===== config.mk =====
export PLATFORM = sky130hd
export DESIGN_NAME = rf_write_arbiter
export DESIGN_NICKNAME = d
export VERILOG_FILES = /design/src/rtl/rf_write_arbiter.sv
export SDC_FILE = /design/constraint.sdc
export NUM_CORES = 1
export LEC_CHECK = 0
export CAP_MARGIN = 10
export CORE_ASPECT_RATIO = 1.5
export CORE_MARGIN = 5
export CORE_UTILIZATION = 39
export CTS_CLUSTER_SIZE = 12
export DETAILED_ROUTE_END_ITERATION = 10
export PLACE_DENSITY = 0.88
export SLEW_MARGIN = 20
export SYNTH_ARGS = -nofsm -noshare
export SYNTH_HDL_FRONTEND = slang
export SYNTH_SLANG_ARGS = --single-unit

===== constraint.sdc =====
create_clock -name clk -period 2.5 [get_ports clk]
set_clock_uncertainty 0.15 [all_clocks]
set_input_delay 0.625 -clock clk [delete_from_list [all_inputs] [get_ports clk]]
set_output_delay 0.625 -clock clk [all_outputs]
set_load 0.05 [all_outputs]

===== src/rtl/rf_write_arbiter.sv =====
// rf_write_arbiter: shares the register file write port between the in-order
// write-back (requester 0) and the long-latency return path (requester 1).
// Round-robin arbitration, a registered write port, and a per-register busy
// scoreboard that the hazard unit uses to stall readers.
module rf_write_arbiter #(
    parameter int RF_WIDTH   = 3,
    parameter int DATA_WIDTH = 16
) (
    input  logic                      clk,
    input  logic                      reset,
    input  logic                      wb0_valid,
    input  logic [RF_WIDTH-1:0]       wb0_addr,
    input  logic [DATA_WIDTH-1:0]     wb0_data,
    output logic                      wb0_ready,
    input  logic                      wb1_valid,
    input  logic [RF_WIDTH-1:0]       wb1_addr,
    input  logic [DATA_WIDTH-1:0]     wb1_data,
    output logic                      wb1_ready,
    input  logic                      rsv_en,
    input  logic [RF_WIDTH-1:0]       rsv_addr,
    output logic                      writeEn,
    output logic [RF_WIDTH-1:0]       writeAddr,
    output logic [DATA_WIDTH-1:0]     writeData,
    output logic [(1<<RF_WIDTH)-1:0]  busy
);

    localparam int NUM_REGS = 1 << RF_WIDTH;

    // last_grant_q: 0 = requester 0 was granted most recently, 1 = requester 1.
    logic                  last_grant_q, last_grant_d;
    logic                  write_en_q, write_en_d;
    logic [RF_WIDTH-1:0]   write_addr_q, write_addr_d;
    logic [DATA_WIDTH-1:0] write_data_q, write_data_d;
    logic [NUM_REGS-1:0]   busy_q, busy_d;

    logic                  grant0, grant1;
    logic [RF_WIDTH-1:0]   win_addr;
    logic [DATA_WIDTH-1:0] win_data;

    // Round-robin grant; on a tie the requester not granted last wins.
    // Readies are held low while reset is asserted.
    always_comb begin
        grant0 = 1'b0;
        grant1 = 1'b0;
        if (reset) begin
            if (wb0_valid && wb1_valid) begin
                grant0 = last_grant_q;
                grant1 = !last_grant_q;
            end else begin
                grant0 = wb0_valid;
                grant1 = wb1_valid;
            end
        end
        wb0_ready = grant0;
        wb1_ready = grant1;
    end

    // Select the winning request and compute the next pointer and write port.
    // A write to register zero is consumed but never reaches the register file.
    always_comb begin
        win_addr     = grant1 ? wb1_addr : wb0_addr;
        win_data     = grant1 ? wb1_data : wb0_data;
        last_grant_d = last_grant_q;
        write_en_d   = 1'b0;
        write_addr_d = write_addr_q;
        write_data_d = write_data_q;
        if (grant0 || grant1) begin
            last_grant_d = grant1;
            if (win_addr != '0) begin
                write_en_d   = 1'b1;
                write_addr_d = win_addr;
                write_data_d = win_data;
            end
        end
    end

    // Scoreboard: a retiring write clears its bit, a new reservation sets its
    // bit and takes priority on the same register; register zero never busy.
    always_comb begin
        busy_d = busy_q;
        if (write_en_q) begin
            busy_d[write_addr_q] = 1'b0;
        end
        if (rsv_en && (rsv_addr != '0)) begin
            busy_d[rsv_addr] = 1'b1;
        end
        busy_d[0] = 1'b0;
    end

    // State registers; reset drops any pending write and clears the scoreboard.
    always_ff @(posedge clk or negedge reset) begin
        if (!reset) begin
            last_grant_q <= 1'b1;
            write_en_q   <= 1'b0;
            write_addr_q <= '0;
            write_data_q <= '0;
            busy_q       <= '0;
        end else begin
            last_grant_q <= last_grant_d;
            write_en_q   <= write_en_d;
            write_addr_q <= write_addr_d;
            write_data_q <= write_data_d;
            busy_q       <= busy_d;
        end
    end

    assign writeEn   = write_en_q;
    assign writeAddr = write_addr_q;
    assign writeData = write_data_q;
    assign busy      = busy_q;

endmodule


* Word-level counts from Yosys, hierarchy flattened *
Index checks and enable logic that the tools add are counted.

cells by class
  magnitude comparators = 4
  mux-type cells = 14
  bitwise operators = 3
  reductions and logical operators = 9

operator list
  kind                                                                    number
  16-bit two-way mux                                                      1
  8-bit two-way mux                                                       2
  8-bit bitwise AND                                                       1
  3-bit by 4-bit < comparator with 1-bit output (second input constant)   2
  1-bit two-way mux                                                       8
  8-bit inverter                                                          1
  8-bit OR                                                                1
  1-bit demux with 3-bit select                                           2
  3-bit by 1-bit >= comparator with 1-bit output (second input constant)  2
  3-bit nonzero test                                                      2
  1-bit logical AND                                                       4
  3-bit two-way mux                                                       1
  2-bit AND reduction                                                     1
  1-bit zero test                                                         1
  1-bit logical OR                                                        1

storage, ports and cells
  register bits after elaboration = 28
  output and inout port bits = 30
  word-level logic and storage cells = 35

* Logic depth before layout (Yosys ltp) *
Gate-level depths: netlist (run 1).

  depth after elaboration = 9
  mapped depth = 6
  mapped depth without buffers = 4

* Worst setup path after synthesis (run 1) *
No wires, ideal clock.

  path type = input to output
  from = input port wb1_valid
  to = output port wb1_ready
  data arrival time = 1.493 ns
  setup slack = 0.232 ns
  cell stages on the path = 4
  path buffers = 1
  path through = a21boi_2 > nand2_4 > buf_6 > inv_1

between the ends
  cells in the longest elaborated chain, start to end = 3

ends and longest elaborated chain
  item                   line  text
  from (decl)            15    input logic wb1_valid,
  1-bit logical AND      46    if (wb0_valid && wb1_valid) begin
  1-bit two-way mux (*)  46
  1-bit two-way mux (*)  45    if (reset) begin
  to (decl)              18    output logic wb1_ready,

Mark *: on every way between the ends. The rest lies on a longest branch, timed or not.

* Worst setup path after layout (run 1) *
  from = input port wb1_valid
  to = output port wb0_ready

between the ends
  cells in the longest elaborated chain, start to end = 3

ends and longest elaborated chain
  item               line  text
  1-bit logical AND  46
  1-bit two-way mux  46
  1-bit two-way mux  45
  to (decl)          14    output logic wb0_ready,

Every way passes these cells.

==> reports/qor.txt, run 1 <==
Run status -> finished clean
Pre-CTS setup slack -> -66.5 ps
# DRC -> 0
Total via count after detailed routing -> 1231
Worst Path Arrival -> 1680 ps
Clock tree from TritonCTS -> done
Maximum fanout along the worst path -> 4
Setup violators final -> 0
Sinks on the clock net -> 28
Number of I/O port buffers -> 74
Detailed-route vias per instance -> 5.11
Detailed-router iteration count before antenna repair -> 4
Final estimated routing congestion in global placement -> 0.848
Cell leakage power -> 1.02 nW
Busiest layer in global routing -> met2
Final Hold Slack -> 293 ps
Combined global-route utilization of all metal layers -> 16.4%
Cell at the root of the clock tree -> sky130_fd_sc_hd__clkbuf_8
Number of warnings reported in the yosys synthesis log -> 0
Actual transition at the worst max-transition pin -> 561 ps
Row count -> 27
Diodes inserted -> 0
Final Hold Fails -> 0
Vias in the first global route -> 1450
Area taken by flip-flops and latches -> 702 sq um
Maximum number of pins on one net before global-route repair -> 17
Period utilisation layout -> 98.1%
Final Core Density -> 66.6%
Mean post-synth cell area -> 13.1 sq um
Tightest slew margin relative to the limit -> 62.5%
Reg2reg path depth -> 7
Die Height -> 84.8 microns
DR WL/cell -> 16.6 microns
Proportion of layout cells with a drive suffix above 1 -> 30.8%
Sequential fraction of the synthesis area -> 48.2%
Detail Route Antenna Nets -> 0
Count of fill cells added during filler insertion -> 291
Count of max-cap constraint violations -> 0
Maximum buffer depth of the clock tree -> 2
Leading post-synthesis cells by cell area -> sky130_fd_sc_hd__dfrtp_1 46%, sky130_fd_sc_hd__mux2_2 18%, sky130_fd_sc_hd__mux2_4 9.3%
Die outline width -> 59.9 microns
Initial core utilization -> 39.9%
GRT met3 Usage -> 3.35%
Post-synthesis cell area -> 0.00146 sq mm
Global routing usage on met1 -> 16.5%
Number of buffers created by CTS -> 3
Wirelength, routed -> 3.99 mm
Total area of multi-input combinational cells -> 714 sq um
Detailed router's first-iteration violation count -> 52
Worst Setup Path Type -> in -> out
Half-perimeter wire length after detailed placement -> 3.33 mm
P&R area growth vs syn -> 66.8%
Later-pin clock latency in the skew report -> 270 ps
Nets -> 245
Dominant cell type by area after synthesis -> sky130_fd_sc_hd__dfrtp_1
Nets in the synthesized netlist -> 157
Placed cells -> 236
Final Non-Filler Cells -> 241
Startpoint types -> input port
Initial antenna violation count -> 0
Top library cells by usage in the layout, fill and taps aside -> 70 x sky130_fd_sc_hd__clkdlybuf4s50_1, 27 x sky130_fd_sc_hd__dfrtp_1, 23 x sky130_fd_sc_hd__mux2_2, 13 x sky130_fd_sc_hd__o21ai_0, 11 x sky130_fd_sc_hd__buf_4
Most common cell after layout, fill and taps aside -> sky130_fd_sc_hd__clkdlybuf4s50_1
Core footprint -> 0.00365 sq mm
I/O pin count -> 76
First-pass GRT wire length -> 6.44 mm
Share of the synthesized area in the top cell type -> 46.4%
Synth Instances -> 111
Met2 track demand over resource in global routing -> 31.9%
Total global routing overflow -> 0
Class of the tightest hold or removal check -> in -> async
Total Power -> 0.00221 W
Worst path setup slack after routing -> 47.4 ps
Number of synthesized register bits -> 28
Total Die Area -> 0.00508 sq mm
CP Data Required Time -> 1730 ps
Distinct cell type count of the synthesized netlist -> 25
Worst supply voltage drop on vdd -> 724 uV
Fmax -> 408 MHz
Endpoint type of the worst setup path -> output pin
Power per cell area -> 910 mW/mm^2
Htree depth -> 1
Clock-pin slew reported for the worst setup and hold paths after clock tree synthesis -> 90 ps
Clock period minus worst slack -> 2450 ps
Count of pins over their slew limit -> 0
[layout make-up]
cell class | instances | area share (%)
clock buffer | 3 | 1.70
inverter | 2 | 0.309
tap | 43 | 2.21
timing repair buffer | 87 | 36.3
multi-input combinational | 77 | 29.4
sequential | 28 | 28.9
clock inverter | 1 | 1.24
[worst max-delay path, cell delays in order]
cell	delay, ps
sky130_fd_sc_hd__clkdlybuf4s50_1	480
sky130_fd_sc_hd__buf_4	120
sky130_fd_sc_hd__nand2b_2	100
sky130_fd_sc_hd__and3_4	210
sky130_fd_sc_hd__buf_12	140
[synthesized netlist by cell type]
cell / n
sky130_fd_sc_hd__o211ai_1: 2
sky130_fd_sc_hd__conb_1: 1
sky130_fd_sc_hd__a21oi_1: 1
sky130_fd_sc_hd__nand2_4: 1
sky130_fd_sc_hd__and3_2: 1
sky130_fd_sc_hd__nand3_1: 1
sky130_fd_sc_hd__mux2_2: 23
sky130_fd_sc_hd__a32oi_2: 3
sky130_fd_sc_hd__dfstp_2: 1
sky130_fd_sc_hd__inv_1: 2
sky130_fd_sc_hd__buf_6: 1
sky130_fd_sc_hd__and2_1: 4
sky130_fd_sc_hd__buf_12: 1
sky130_fd_sc_hd__o211ai_4: 1
sky130_fd_sc_hd__buf_4: 1
sky130_fd_sc_hd__nand2_1: 6
sky130_fd_sc_hd__nand2b_1: 6
sky130_fd_sc_hd__a21boi_2: 1
sky130_fd_sc_hd__buf_2: 1
sky130_fd_sc_hd__o21ai_0: 13
sky130_fd_sc_hd__a31oi_1: 1
sky130_fd_sc_hd__nand2b_2: 1
sky130_fd_sc_hd__dfrtp_1: 27
sky130_fd_sc_hd__mux2_4: 9
sky130_fd_sc_hd__o31ai_1: 2
[power by group]
part / total, W / internal, W / switching, W
logic: 0.00118 / 0.000475 / 0.000705
clock network: 0.000352 / 0.000214 / 0.000138
registers: 0.000679 / 0.000591 / 0.0000880
[worst paths after layout]
check,start,to,slack [ps]
max in group asynchronous,reset,writeData[11],1670
min reg2reg,busy[5],busy[5],370
min,reset,last_grant_q,290
max,wb1_valid,wb0_ready,50
min in group clk,busy[5],busy[5],370
max reg2reg,last_grant_q,writeData[1],460
[stage by stage]
stage / cell area, sq um / TNS [ps]
3_5_place_dp: 2340 / -664
4_1_cts: 2410 / 0
3_3_place_gp: 2340 / -102
6_report: 2430 / 0
5_1_grt: 2430 / -7.25
2_1_floorplan: 1460 / 0
[what timing repair did]
item                                    in CTS  in global routing
endpoints found under the setup margin       0                  2
gates resized for setup                      0                  3
hold buffers                                 0                  0
setup buffers                                0                  1
[routing by layer]
layer / routed length, microns / part of all wire (%) / vias up
met1: 1260 / 32 / 604
li1: - / - / 572
met5: 0 / 0 / -
met3: 208 / 5.2 / 8
met4: 92 / 2.3 / 0
met2: 2430 / 61 / 47
[cell families (layout without fill, tap and decap cells)]
kind of cell | Yosys count | in the layout | synth area share (%)
buf+inv | 6 | 93 | 3.52
other cells | 1 | 1 | 0.257
flops | 28 | 28 | 48.2
compound gates | 24 | 24 | 12.9
simple gates | 20 | 20 | 8.08
mux | 32 | 32 | 27.1
[sequential cells by signal, indices dropped and copies added, names as in the netlist]
signal,flops
writeAddr,3
busy,7
writeData,16
last_grant_q,1
writeEn,1
(Power assumes the default switching activity.)
==> inputs of run 2 (changes only) <==
CORE_ASPECT_RATIO = 0.75   (was 1.5)
==> reports/qor.txt, run 2 (synthesis gave the netlist of run 1 again) <==
Flop pwr share -> 32.2% (was 30.7%)
CP Data Required Time -> 1730 ps (about the same)
Count of buffering cells on the critical path with inverters included -> 1 (was 3)
Total global routing overflow -> 0 (unchanged)
P&R area growth vs syn -> 65.8% (was 66.8%)
Actual transition at the worst max-transition pin -> 532 ps (was 561 ps)
Diodes inserted -> 0 (unchanged)
Sinks on the clock net -> 28 (unchanged)
Setup Total Neg Slack -> 0 ps (unchanged)
Clock period minus worst slack -> 2350 ps (was 2450 ps)
Class of the tightest hold or removal check -> in -> async (unchanged)
Final Hold Fails -> 0 (unchanged)
Post-detailed-placement cell area -> 0.00234 sq mm (about the same)
Total via count after detailed routing -> 1184 (was 1231)
Post-route design area -> 0.00241 sq mm (was 0.00243 sq mm)
Cell at the slowest stage of the critical path -> sky130_fd_sc_hd__clkdlybuf4s50_1 (unchanged)
Total Power -> 0.00213 W (was 0.00221 W)
Combined global-route utilization of all metal layers -> 15.7% (was 16.4%)
Maximum fanout along the worst path -> 6 (was 4)
NetSw -> 0.000928 W (was 0.000931 W)
Unrepaired setup endpoints after global routing -> no
Endpoint type of the worst setup path -> output pin (unchanged)
Clock tree from TritonCTS -> done (unchanged)
Detailed router's first-iteration violation count -> 58 (was 52)
Wirelength, routed -> 3.85 mm (was 3.99 mm)
Total Die Area -> 0.00507 sq mm (was 0.00508 sq mm)
DR WL/cell -> 15.4 microns (was 16.6 microns)
Cell leakage power -> 1.02 nW (about the same)
Tightest slew margin relative to the limit -> 64.4% (was 62.5%)
Top library cells by usage in the layout, fill and taps aside -> 69 x sky130_fd_sc_hd__clkdlybuf4s50_1, 27 x sky130_fd_sc_hd__dfrtp_1, 23 x sky130_fd_sc_hd__mux2_2, 13 x sky130_fd_sc_hd__o21ai_0, 12 x sky130_fd_sc_hd__buf_4 (was 70 x sky130_fd_sc_hd__clkdlybuf4s50_1, 27 x sky130_fd_sc_hd__dfrtp_1, 23 x sky130_fd_sc_hd__mux2_2, 13 x sky130_fd_sc_hd__o21ai_0, 11 x sky130_fd_sc_hd__buf_4)
Proportion of power drawn by combinational gates -> 54.9% (was 53.4%)
Nets -> 245 (unchanged)
Initial core utilization -> 40.0% (was 39.9%)
Number of buffers created by CTS -> 3 (unchanged)
First-pass GRT wire length -> 6.24 mm (was 6.44 mm)
Die outline width -> 80.6 microns (was 59.9 microns)
# DRC -> 0 (unchanged)
Number of I/O port buffers -> 74 (unchanged)
Detail Route Antenna Nets -> 0 (unchanged)
Detailed-router iteration count before antenna repair -> 4 (unchanged)
Most common cell after layout, fill and taps aside -> sky130_fd_sc_hd__clkdlybuf4s50_1 (unchanged)
Run status -> finished clean (unchanged)
Htree depth -> 1 (unchanged)
Setup violators final -> 0 (unchanged)
Initial antenna violation count -> 0 (unchanged)
Worst Setup Path Type -> reg -> out (was in -> out)
Die Height -> 62.9 microns (was 84.8 microns)
Cell at the root of the clock tree -> sky130_fd_sc_hd__clkbuf_8 (unchanged)
Stage delay of the slowest cell on the critical path -> 850 ps (was 480 ps)
Maximum buffer depth of the clock tree -> 2 (unchanged)
Core footprint -> 0.00364 sq mm (was 0.00365 sq mm)
Final estimated routing congestion in global placement -> 0.858 (was 0.848)
Largest register FFs -> 16 (unchanged)
Proportion of layout cells with a drive suffix above 1 -> 30.8% (unchanged)
Worst Path Arrival -> 1570 ps (was 1680 ps)
Maximum number of pins on one net before global-route repair -> 16 (was 17)
Startpoint types -> register (was input port)
Clock network power share -> 12.8% (was 15.9%)
Worst supply voltage drop on vdd -> 550 uV (was 724 uV)
Half-perimeter wire length after detailed placement -> 3.17 mm (was 3.33 mm)
I/O pin count -> 76 (unchanged)
Row count -> 19 (was 27)
Period utilisation layout -> 94.0% (was 98.1%)
Sw frac -> 43.6% (was 42.1%)
Count of max-cap constraint violations -> 0 (unchanged)
Fmax -> 426 MHz (was 408 MHz)
Clock-pin slew reported for the worst setup and hold paths after clock tree synthesis -> 90 ps (about the same)
Vias in the first global route -> 1280 (was 1450)
Later-pin clock latency in the skew report -> 270 ps (about the same)
Count of pins over their slew limit -> 0 (unchanged)
Worst path top cell family by delay -> buffers and inverters (unchanged)
Int Pwr -> 0.00120 W (was 0.00128 W)
Power per cell area -> 882 mW/mm^2 (was 910 mW/mm^2)
Critical Path, Cell by Cell -> clkdlybuf4s50_1 (was clkdlybuf4s50_1 -> buf_4 -> nand2b_2 -> and3_4 -> buf_12)
Detailed-route vias per instance -> 4.74 (was 5.11)
run 2: changes by cell type in the layout (fill, tap and decap cells not counted), sizes merged:
cell and change:
bufinv -1, clkbuf +2, buf -1, clkdlybuf4s50 -1, dlymetal6s2s +1
run 2: what timing repair did:
action	4_1_cts	5_1_grt
buffers inserted	1	0
hold buffers	0	0
setup endpoints to repair	2	2
resized for setup	2	2
run 2: final cells by class:
class,instances,area (sq um)
Clock buffer,4,55.1
Fill cell,290,1220
Inverter,2,7.51
Multi-Input combinational cell,77,714
Sequential cell,28,702
Tap cell,52,65.1
Timing Repair Buffer,87,871
run 2: metrics by stage:
stage	hold WS, ps	util, %	instances	worst slack, ps
4_1_cts	304	66.3	250	30.4
3_3_place_gp	337	64.2	245	-35.9
2_1_floorplan	179	-	111	232
5_1_grt	323	66.4	250	79.5
6_report	306	66.4	250	150
3_5_place_dp	347	64.2	245	-101
run 2: path summary, 6_finish.rpt:
kind                                    from           end  slack [ps]  cells past startpoint
worst max-delay path            writeAddr[1]  writeAddr[1]         150                      1
worst min-delay path                   reset  last_grant_q         310                      1
worst max register to register  last_grant_q  writeData[0]         540                      6
worst min register to register  writeData[7]  writeData[7]         370                      1
max in group asynchronous              reset  writeData[4]        1670                      2
min in group clk                writeData[7]  writeData[7]         370                      1
run 2: power by group through the flow:
stage / clock network [W] / registers (W) / logic, W
floorplan: 0 / 0.00115 / 0.000257
global placement: 0 / 0.000683 / 0.00115
detailed placement: 0 / 0.000691 / 0.00117
CTS: 0.000279 / 0.000688 / 0.00118
global route: 0.000300 / 0.000708 / 0.00122
finish: 0.000274 / 0.000686 / 0.00117
run 2: layer usage:
| layer | vias up | global-route usage [%] | part of all wire (%) |
|---|---|---|---|
| met5 | - | 0 | 0 |
| met4 | 0 | 3.16 | 1.1 |
| met3 | 4 | 6.63 | 9.5 |
| met2 | 51 | 26.4 | 50 |
| met1 | 556 | 18.7 | 39 |
| li1 | 573 | - | - |
==> inputs of run 3 (changes only) <==
CTS_CLUSTER_SIZE = 24   (was 12)
==> results of run 3 <==
No change in the layout: final DEF, timing and power equal those of run 2.
